--- src/rtl/alu_ctrl_stage.sv ---
// Registered ALU-control decoder between ID and EX: decodes opcode/funct3/funct7
// into {m, b5, f3}, holds divide/remainder ops for DIV_CYCLES, and supports flush.
module alu_ctrl_stage #(
    parameter int CTRL_W     = 5,
    parameter int EN_M       = 1,
    parameter int DIV_CYCLES = 4
) (
    input  logic              clk,
    input  logic              rst,
    input  logic              flush,
    input  logic              in_valid,
    output logic              in_ready,
    input  logic [6:0]        opcode,
    input  logic [2:0]        funct3,
    input  logic [6:0]        funct7,
    output logic              out_valid,
    input  logic              out_ready,
    output logic [CTRL_W-1:0] alu_control,
    output logic              illegal,
    output logic              multi_cycle
);

    localparam logic [6:0] OPC_R     = 7'b0110011;
    localparam logic [6:0] OPC_I     = 7'b0010011;
    localparam logic [6:0] OPC_LW    = 7'b0000011;
    localparam logic [6:0] OPC_SW    = 7'b0100011;
    localparam logic [6:0] OPC_J     = 7'b1101111;
    localparam logic [6:0] OPC_JALR  = 7'b1100111;
    localparam logic [6:0] OPC_AUIPC = 7'b0010111;
    localparam logic [6:0] OPC_B     = 7'b1100011;
    localparam logic [6:0] OPC_LUI   = 7'b0110111;

    localparam int CNT_W    = (DIV_CYCLES > 1) ? $clog2(DIV_CYCLES) : 1;
    localparam int CNT_LOAD = (DIV_CYCLES > 1) ? DIV_CYCLES - 2 : 0;

    typedef enum logic [1:0] {
        EMPTY = 2'd0,
        WAIT  = 2'd1,
        FULL  = 2'd2
    } state_t;

    state_t           state_q, state_d;
    logic [CNT_W-1:0] cnt_q, cnt_d;
    logic [4:0]       ctrl_q;
    logic             illegal_q, multi_q;

    logic [4:0] dec_ctrl;
    logic       dec_illegal, dec_multi;
    logic       accept, load;

    // NOTE: every always_comb output gets a default first so no path infers a latch.
    always_comb begin
        dec_ctrl    = 5'b00000;
        dec_illegal = 1'b0;
        dec_multi   = 1'b0;
        case (opcode)
            OPC_R: begin
                if (funct7 == 7'h00) begin
                    dec_ctrl = {2'b00, funct3};
                end else if (funct7 == 7'h20 && (funct3 == 3'b000 || funct3 == 3'b101)) begin
                    dec_ctrl = {2'b01, funct3};
                end else if (EN_M != 0 && funct7 == 7'h01) begin
                    dec_ctrl  = {2'b10, funct3};
                    dec_multi = funct3[2];
                end else begin
                    dec_illegal = 1'b1;
                end
            end
            OPC_I: begin
                case (funct3)
                    3'b001: begin
                        if (funct7 == 7'h00) dec_ctrl = {2'b00, funct3};
                        else                 dec_illegal = 1'b1;
                    end
                    3'b101: begin
                        if (funct7 == 7'h00 || funct7 == 7'h20) dec_ctrl = {1'b0, funct7[5], funct3};
                        else                                    dec_illegal = 1'b1;
                    end
                    default: dec_ctrl = {2'b00, funct3};
                endcase
            end
            OPC_LW, OPC_SW, OPC_J, OPC_JALR, OPC_AUIPC: dec_ctrl = 5'b00000;
            OPC_B:   dec_ctrl = 5'b01000;
            OPC_LUI: dec_ctrl = 5'b01111;
            default: dec_illegal = 1'b1;
        endcase
        if (dec_illegal) begin
            dec_ctrl  = 5'b00000;
            dec_multi = 1'b0;
        end
    end

    assign in_ready  = (state_q == EMPTY) || (state_q == FULL && out_ready);
    assign out_valid = (state_q == FULL);
    assign accept    = in_valid && in_ready && !flush;

    always_comb begin
        state_d = state_q;
        cnt_d   = cnt_q;
        load    = 1'b0;
        case (state_q)
            EMPTY: load = accept;
            WAIT: begin
                if (cnt_q == '0) state_d = FULL;
                else             cnt_d   = cnt_q - CNT_W'(1);
            end
            FULL: begin
                if (out_ready) begin
                    if (accept) load    = 1'b1;
                    else        state_d = EMPTY;
                end
            end
            default: state_d = EMPTY;
        endcase
        if (load) begin
            if (dec_multi && DIV_CYCLES > 1) begin
                state_d = WAIT;
                cnt_d   = CNT_W'(CNT_LOAD);
            end else begin
                state_d = FULL;
                cnt_d   = '0;
            end
        end
        // Flush overrides every transition, including a back-to-back reload.
        if (flush) begin
            state_d = EMPTY;
            cnt_d   = '0;
            load    = 1'b0;
        end
    end

    // NOTE: sequential state uses non-blocking assignments so all registers update together.
    always_ff @(posedge clk or posedge rst) begin
        if (rst) begin
            state_q   <= EMPTY;
            cnt_q     <= '0;
            ctrl_q    <= 5'b00000;
            illegal_q <= 1'b0;
            multi_q   <= 1'b0;
        end else begin
            state_q <= state_d;
            cnt_q   <= cnt_d;
            if (flush) begin
                ctrl_q    <= 5'b00000;
                illegal_q <= 1'b0;
                multi_q   <= 1'b0;
            end else if (load) begin
                ctrl_q    <= dec_ctrl;
                illegal_q <= dec_illegal;
                multi_q   <= dec_multi;
            end
        end
    end

    assign alu_control = CTRL_W'(ctrl_q);
    assign illegal     = illegal_q;
    assign multi_cycle = multi_q;

endmodule

--- config.mk ---
export PLATFORM = sky130hd
export DESIGN_NAME = alu_ctrl_stage
export DESIGN_NICKNAME = d
export VERILOG_FILES = /design/src/rtl/alu_ctrl_stage.sv
export SDC_FILE = /design/constraint.sdc
export NUM_CORES = 1
export LEC_CHECK = 0
export CAP_MARGIN = 20
export CORE_UTILIZATION = 42
export DETAILED_ROUTE_END_ITERATION = 8
export PLACE_DENSITY_LB_ADDON = 0.05
export SLEW_MARGIN = 0
export SYNTH_ARGS = -nofsm -noshare
export SYNTH_HDL_FRONTEND = slang
export SYNTH_SLANG_ARGS = --single-unit
--- constraint.sdc ---
create_clock -name clk -period 1.7 [get_ports clk]
set_input_delay 0.255 -clock clk [delete_from_list [all_inputs] [get_ports clk]]
set_output_delay 0.255 -clock clk [all_outputs]
set_load 0.005 [all_outputs]
* Word-level counts from Yosys, hierarchy flattened
Index checks and enable logic that the tools add are counted.
** Storage, ports and cells
- Input port bits :: 22
- Word-level logic and storage cells :: 85
- Output and inout bits :: 9
- Register bits :: 11
** Cells by class
- Equality and inequality tests :: 20
- Add/sub/neg operators :: 1
- Multiplexer cells :: 42
- Reductions and logical operators :: 17
** Operator list (number)
- $mux 5 :: 6
- $eq 7x6->1 const B :: 4
- $mux 2 :: 11
- $eq 7x7->1 const B :: 3
- $pmux 5 s4 :: 1
- $mux 1 :: 17
- $eq 7x5->1 const B :: 2
- $pmux 5 s2 :: 1
- $eq 7x1->1 const B :: 1
- $eq 7x2->1 const B :: 1
- $logic_not 7->1 :: 1
- $reduce_or 7->1 :: 1
- $ne 3x2->1 const B :: 2
- $pmux 2 s3 :: 1
- $logic_and 1x1->1 :: 4
- $logic_not 2->1 :: 2
- $mux 4 :: 1
- $ne 4x2->1 const B :: 1
- $ne 4x3->1 const B :: 1
- $ne 4x4->1 const B :: 1
- $pmux 1 s2 :: 2
- $reduce_and 4->1 :: 1
- $eq 3x1->1 const B :: 1
- $eq 3x3->1 const B :: 1
- other kinds (11) :: 13

* Longest topological paths before layout
- Word-level depth :: 11
- Depth in mapped cells :: 6
- Gate-level depth less buffers :: 6

* Least setup slack after synthesis
Ideal clock, no wire load.
- Path type :: input port to flip-flop
- From :: input port funct7[3]
- To :: register ctrl_q[1] (netlist: alu_control[1])
- Setup time :: 0.076 ns
- Data required time :: 1.624 ns
- Arrival time :: 1.843 ns
- Slack :: -0.220 ns
- Path buffers :: 0
- Cell stages on the path :: 5
- Cells stage by stage :: or4_4 -> or2_1 -> or2_1 -> a2111o_1 -> o21ai_1
** On the way
- Cells in the longest elaborated chain, start to end :: 8
- Elaborated cells on any way between the ends :: 22
- Classes of those cells :: eq/ne: 2; mux: 17; reduce/logical: 3
** Ends and longest elaborated chain
- from (decl) :: line 15 : input logic [6:0] funct7,
- $eq 7x6->1 (tied with other cells) :: line 60, 76
- $logic_or 1x1->1 (tied with other cells) :: line 76 : if (funct7 == 7'h00 || funct7 == 7'h20) dec_ctrl = {1'b0, funct7[5], funct3};
- $mux 4 (tied with other cells) :: line 76
- $pmux 5 s2 (tied with other cells) :: line 70 : case (funct3)
- $pmux 5 s4 or $pmux 1 s3 (tied branches) :: line 56 : case (opcode)
- $mux 5 * :: line 87 : if (dec_illegal) begin
- $mux 5 * :: line 147 : end else if (load) begin
- $mux 5 * :: line 143 : if (flush) begin
- to (signal assigned) :: line 148 : ctrl_q <= dec_ctrl;
- to (decl) :: line 44 : logic [4:0] ctrl_q;
Every way passes the cells marked *; elsewhere a longest branch is shown, timed or not. The select of a mux whose other input is x is not followed.
A chain may end at the register's enable or synchronous reset.

* Worst setup path after layout
- From :: input port funct7[6]
- To :: register ctrl_q[1] (netlist: alu_control[1])
Same word-level chain as after synthesis.

==> run summary <==
Peak supply drop -> 0.499 mV
R2r endpoint -> alu_control[1]
Worst reg2reg setup slack -> 0.02 ns
Port bufs -> 30
Rel. slew slack -> 0.720
DR iter-0 viols -> 29
Non-filler cells, final -> 182
Top post-synthesis cells by area -> dfrtp_1 (34%), a21oi_1 (6.3%), nand2_1 (6.1%)
Initial DRT Pass Iterations -> 4
Synth-to-Final Area Change -> 74.5%
Top_reg_cell synth -> dfrtp_1
Final hold violations -> 0
Global route overflow -> 0
Synth Instances -> 98
CTS root buffer -> clkbuf_4
Final Max Tran Viols -> 0
Worst EP required -> 1.89 ns
Post-Syn Area per Cell -> 8.15 sq um
Power Dens Cells -> 441 nW/um^2
Slew of the pin with the lowest slew margin -> 0.416 ns
Total routed wirelength -> 2.19 mm
Vias -> 968
Critical path startpoint category -> primary input
Diodes inserted -> 0
CTS tree -> done
Die X -> 45.6 microns
Worst path arrival time -> 1.98 ns
Vias per cell -> 5.32
Run status -> finished, violations left
TNS Setup -> -0.235 ns
Fillers -> 124
Worst setup path end -> alu_control[1]
Largest net degree at the start of global routing -> 12
CTS H-tree depth -> 1
Min Tclk post-route -> 1.79 ns
R2R cell count -> 6
Skew-Pair Late Insertion Delay -> 0.26 ns
RSZ-0062 raised after global routing -> true
Number of cell rows -> 15
Post-route cell area -> 1390 sq um
Placed insts -> 176
Mapped Area -> 798 sq um
Gpl congestion -> 0.880
Failing checks -> setup timing
Clock Path Buffers -> 2
Syn_nets -> 121
Die height -> 45.6 microns
CTS Sinks -> 11
Reg clk slew, reported paths -> 0.07 ns
Synth Warn # -> 0
#FFs+latches synth -> 11
Hold slack -> 0.275 ns
Io pins -> 31
Residual DRC -> 0
CP Capture Type -> flop
Placed cell areas -> 1320 sq um
Nets -> 181
Hold Path Class -> primary input to asynchronous set/reset pin
Post-synth top area share -> 0.345
Final setup viols -> 3
Final HPWL DP -> 1.69 mm
Crit Path Category -> primary input to flop
Most common cell in the netlist -> nand2_1
Seq/Total Area, Yosys -> 0.345
Vias in the first global route -> 866
Max frequency -> 0.560 GHz
EDFF count, synth -> 0
Total clock buffers created by CTS -> 3
Core area -> 1750 sq um
Initial antenna violation count -> 0
Layout cells sized above 1 -> 0.274
Leak -> 0.000622 uW
Gr usage total -> 0.225
Routed wire length per instance -> 12.0 microns
Reg2reg start -> state_q[1]
Initial Util -> 0.457
Commonest cells in the synthesized netlist -> nand2_1 (13), dfrtp_1 (11), a21oi_1 (10)
Die area -> 2080 sq um
Max_cap viols -> 0
Clk_skew -> 0.00176 ns
Crit. Startpoint -> funct7[6]
Crit-path max FO -> 4
Final Cycle Share -> 1.05
Post-synth cell types -> 38
First-pass GRT wire length -> 3.46 mm
Post-synth ARST share -> 1.00
Number of antenna-violating nets in the routed design -> 0
Final WS setup -> -0.0856 ns
Synth area leader -> dfrtp_1
==> routing by layer <==
metal  GRT usage  vias up  share of wire
li1            -      485              -
met5           0        -              0
met2       0.363       42           0.46
met1       0.300      435           0.44
met3      0.0476        6          0.085
met4      0.0667        0          0.012
==> per-stage QoR <==
step / utilization / worst slack (ns) / total power (uW)
finish: 0.798 / -0.0856 / 614
CTS: 0.784 / -0.106 / 615
floorplan: - / -0.180 / 324
global route: 0.798 / -0.147 / 650
global placement: 0.758 / -0.654 / 437
detailed placement: 0.758 / -0.692 / 438
==> layout make-up <==
cell class	instances	area, sq um	area share
Timing Repair Buffer	57	505	0.363
Inverter	7	26.3	0.0189
Tap cell	25	31.3	0.0225
Sequential cell	11	275	0.198
Clock buffer	4	26.3	0.0189
Multi-Input combinational cell	78	528	0.379
==> placed cells by master, fill, tap and decap left out, types with 2 or more instances in the layout <==
cell	Yosys	final
buf_2	0	2
buf_6	0	3
o21ai_0	4	4
clkdlybuf4s50_1	0	20
clkbuf_4	0	3
a21oi_1	10	7
a21oi_2	0	3
o211ai_1	3	3
nand2b_1	2	2
dfrtp_1	11	11
nor2_1	4	4
nor2b_1	3	3
dlygate4sd2_1	0	3
and3b_1	2	2
o21ai_1	5	5
buf_4	0	25
dlymetal6s2s_1	0	3
inv_1	6	6
nand2_1	13	13
nor3_1	3	3
nand3b_1	3	3
a211oi_1	3	3
or4_4	1	2
==> report_power, final <==
group / switching, uW / internal [uW] / total (uW)
clock network: 87.1 / 90.7 / 178
registers: 1.36 / 265 / 266
logic: 71.5 / 98.7 / 170
==> registers in the layout, summed over array words and instances (netlist names) <==
signal,flops
alu_control,5
cnt_q,2
illegal,1
multi_cycle,1
state_q,2
==> worst max-delay path, stage by stage <==
cell and delay (ns):
buf_6 0.09, or4_4 0.55, or2_4 0.26, or2_1 0.23, a2111o_1 0.45, o21ai_1 0.15
==> cell families (layout without fill, tap and decap cells) <==
family	Yosys count	in the layout	synth area share
DFF	11	11	0.345
and+or+nand+nor	42	42	0.301
xor gates and xnor gates	2	2	0.0219
AOI/OAI and AO/OA	33	33	0.274
adders and majority gates	1	1	0.0157
buffers and inverters	9	68	0.0423
==> repair_timing <==
| item | 4_1_cts | 5_1_grt |
|---|---|---|
| hold endpoints to repair | 0 | 0 |
| endpoints found under the setup margin | 11 | 10 |
| setup buffers | 2 | 0 |
| gates resized for setup | 20 | 7 |
| pin swaps | 9 | 3 |
| hold buffers | 0 | 0 |
==> how the worst min path moves through the flow <==
stage | to | cells after the start
2_1_floorplan | alu_control[0] | 1
3_3_place_gp | multi_cycle | 2
3_5_place_dp | multi_cycle | 2
4_1_cts | multi_cycle | 2
5_1_grt | cnt_q[0] | 2
6_report | alu_control[2] | 2
Power figures use the tool's default switching activity.
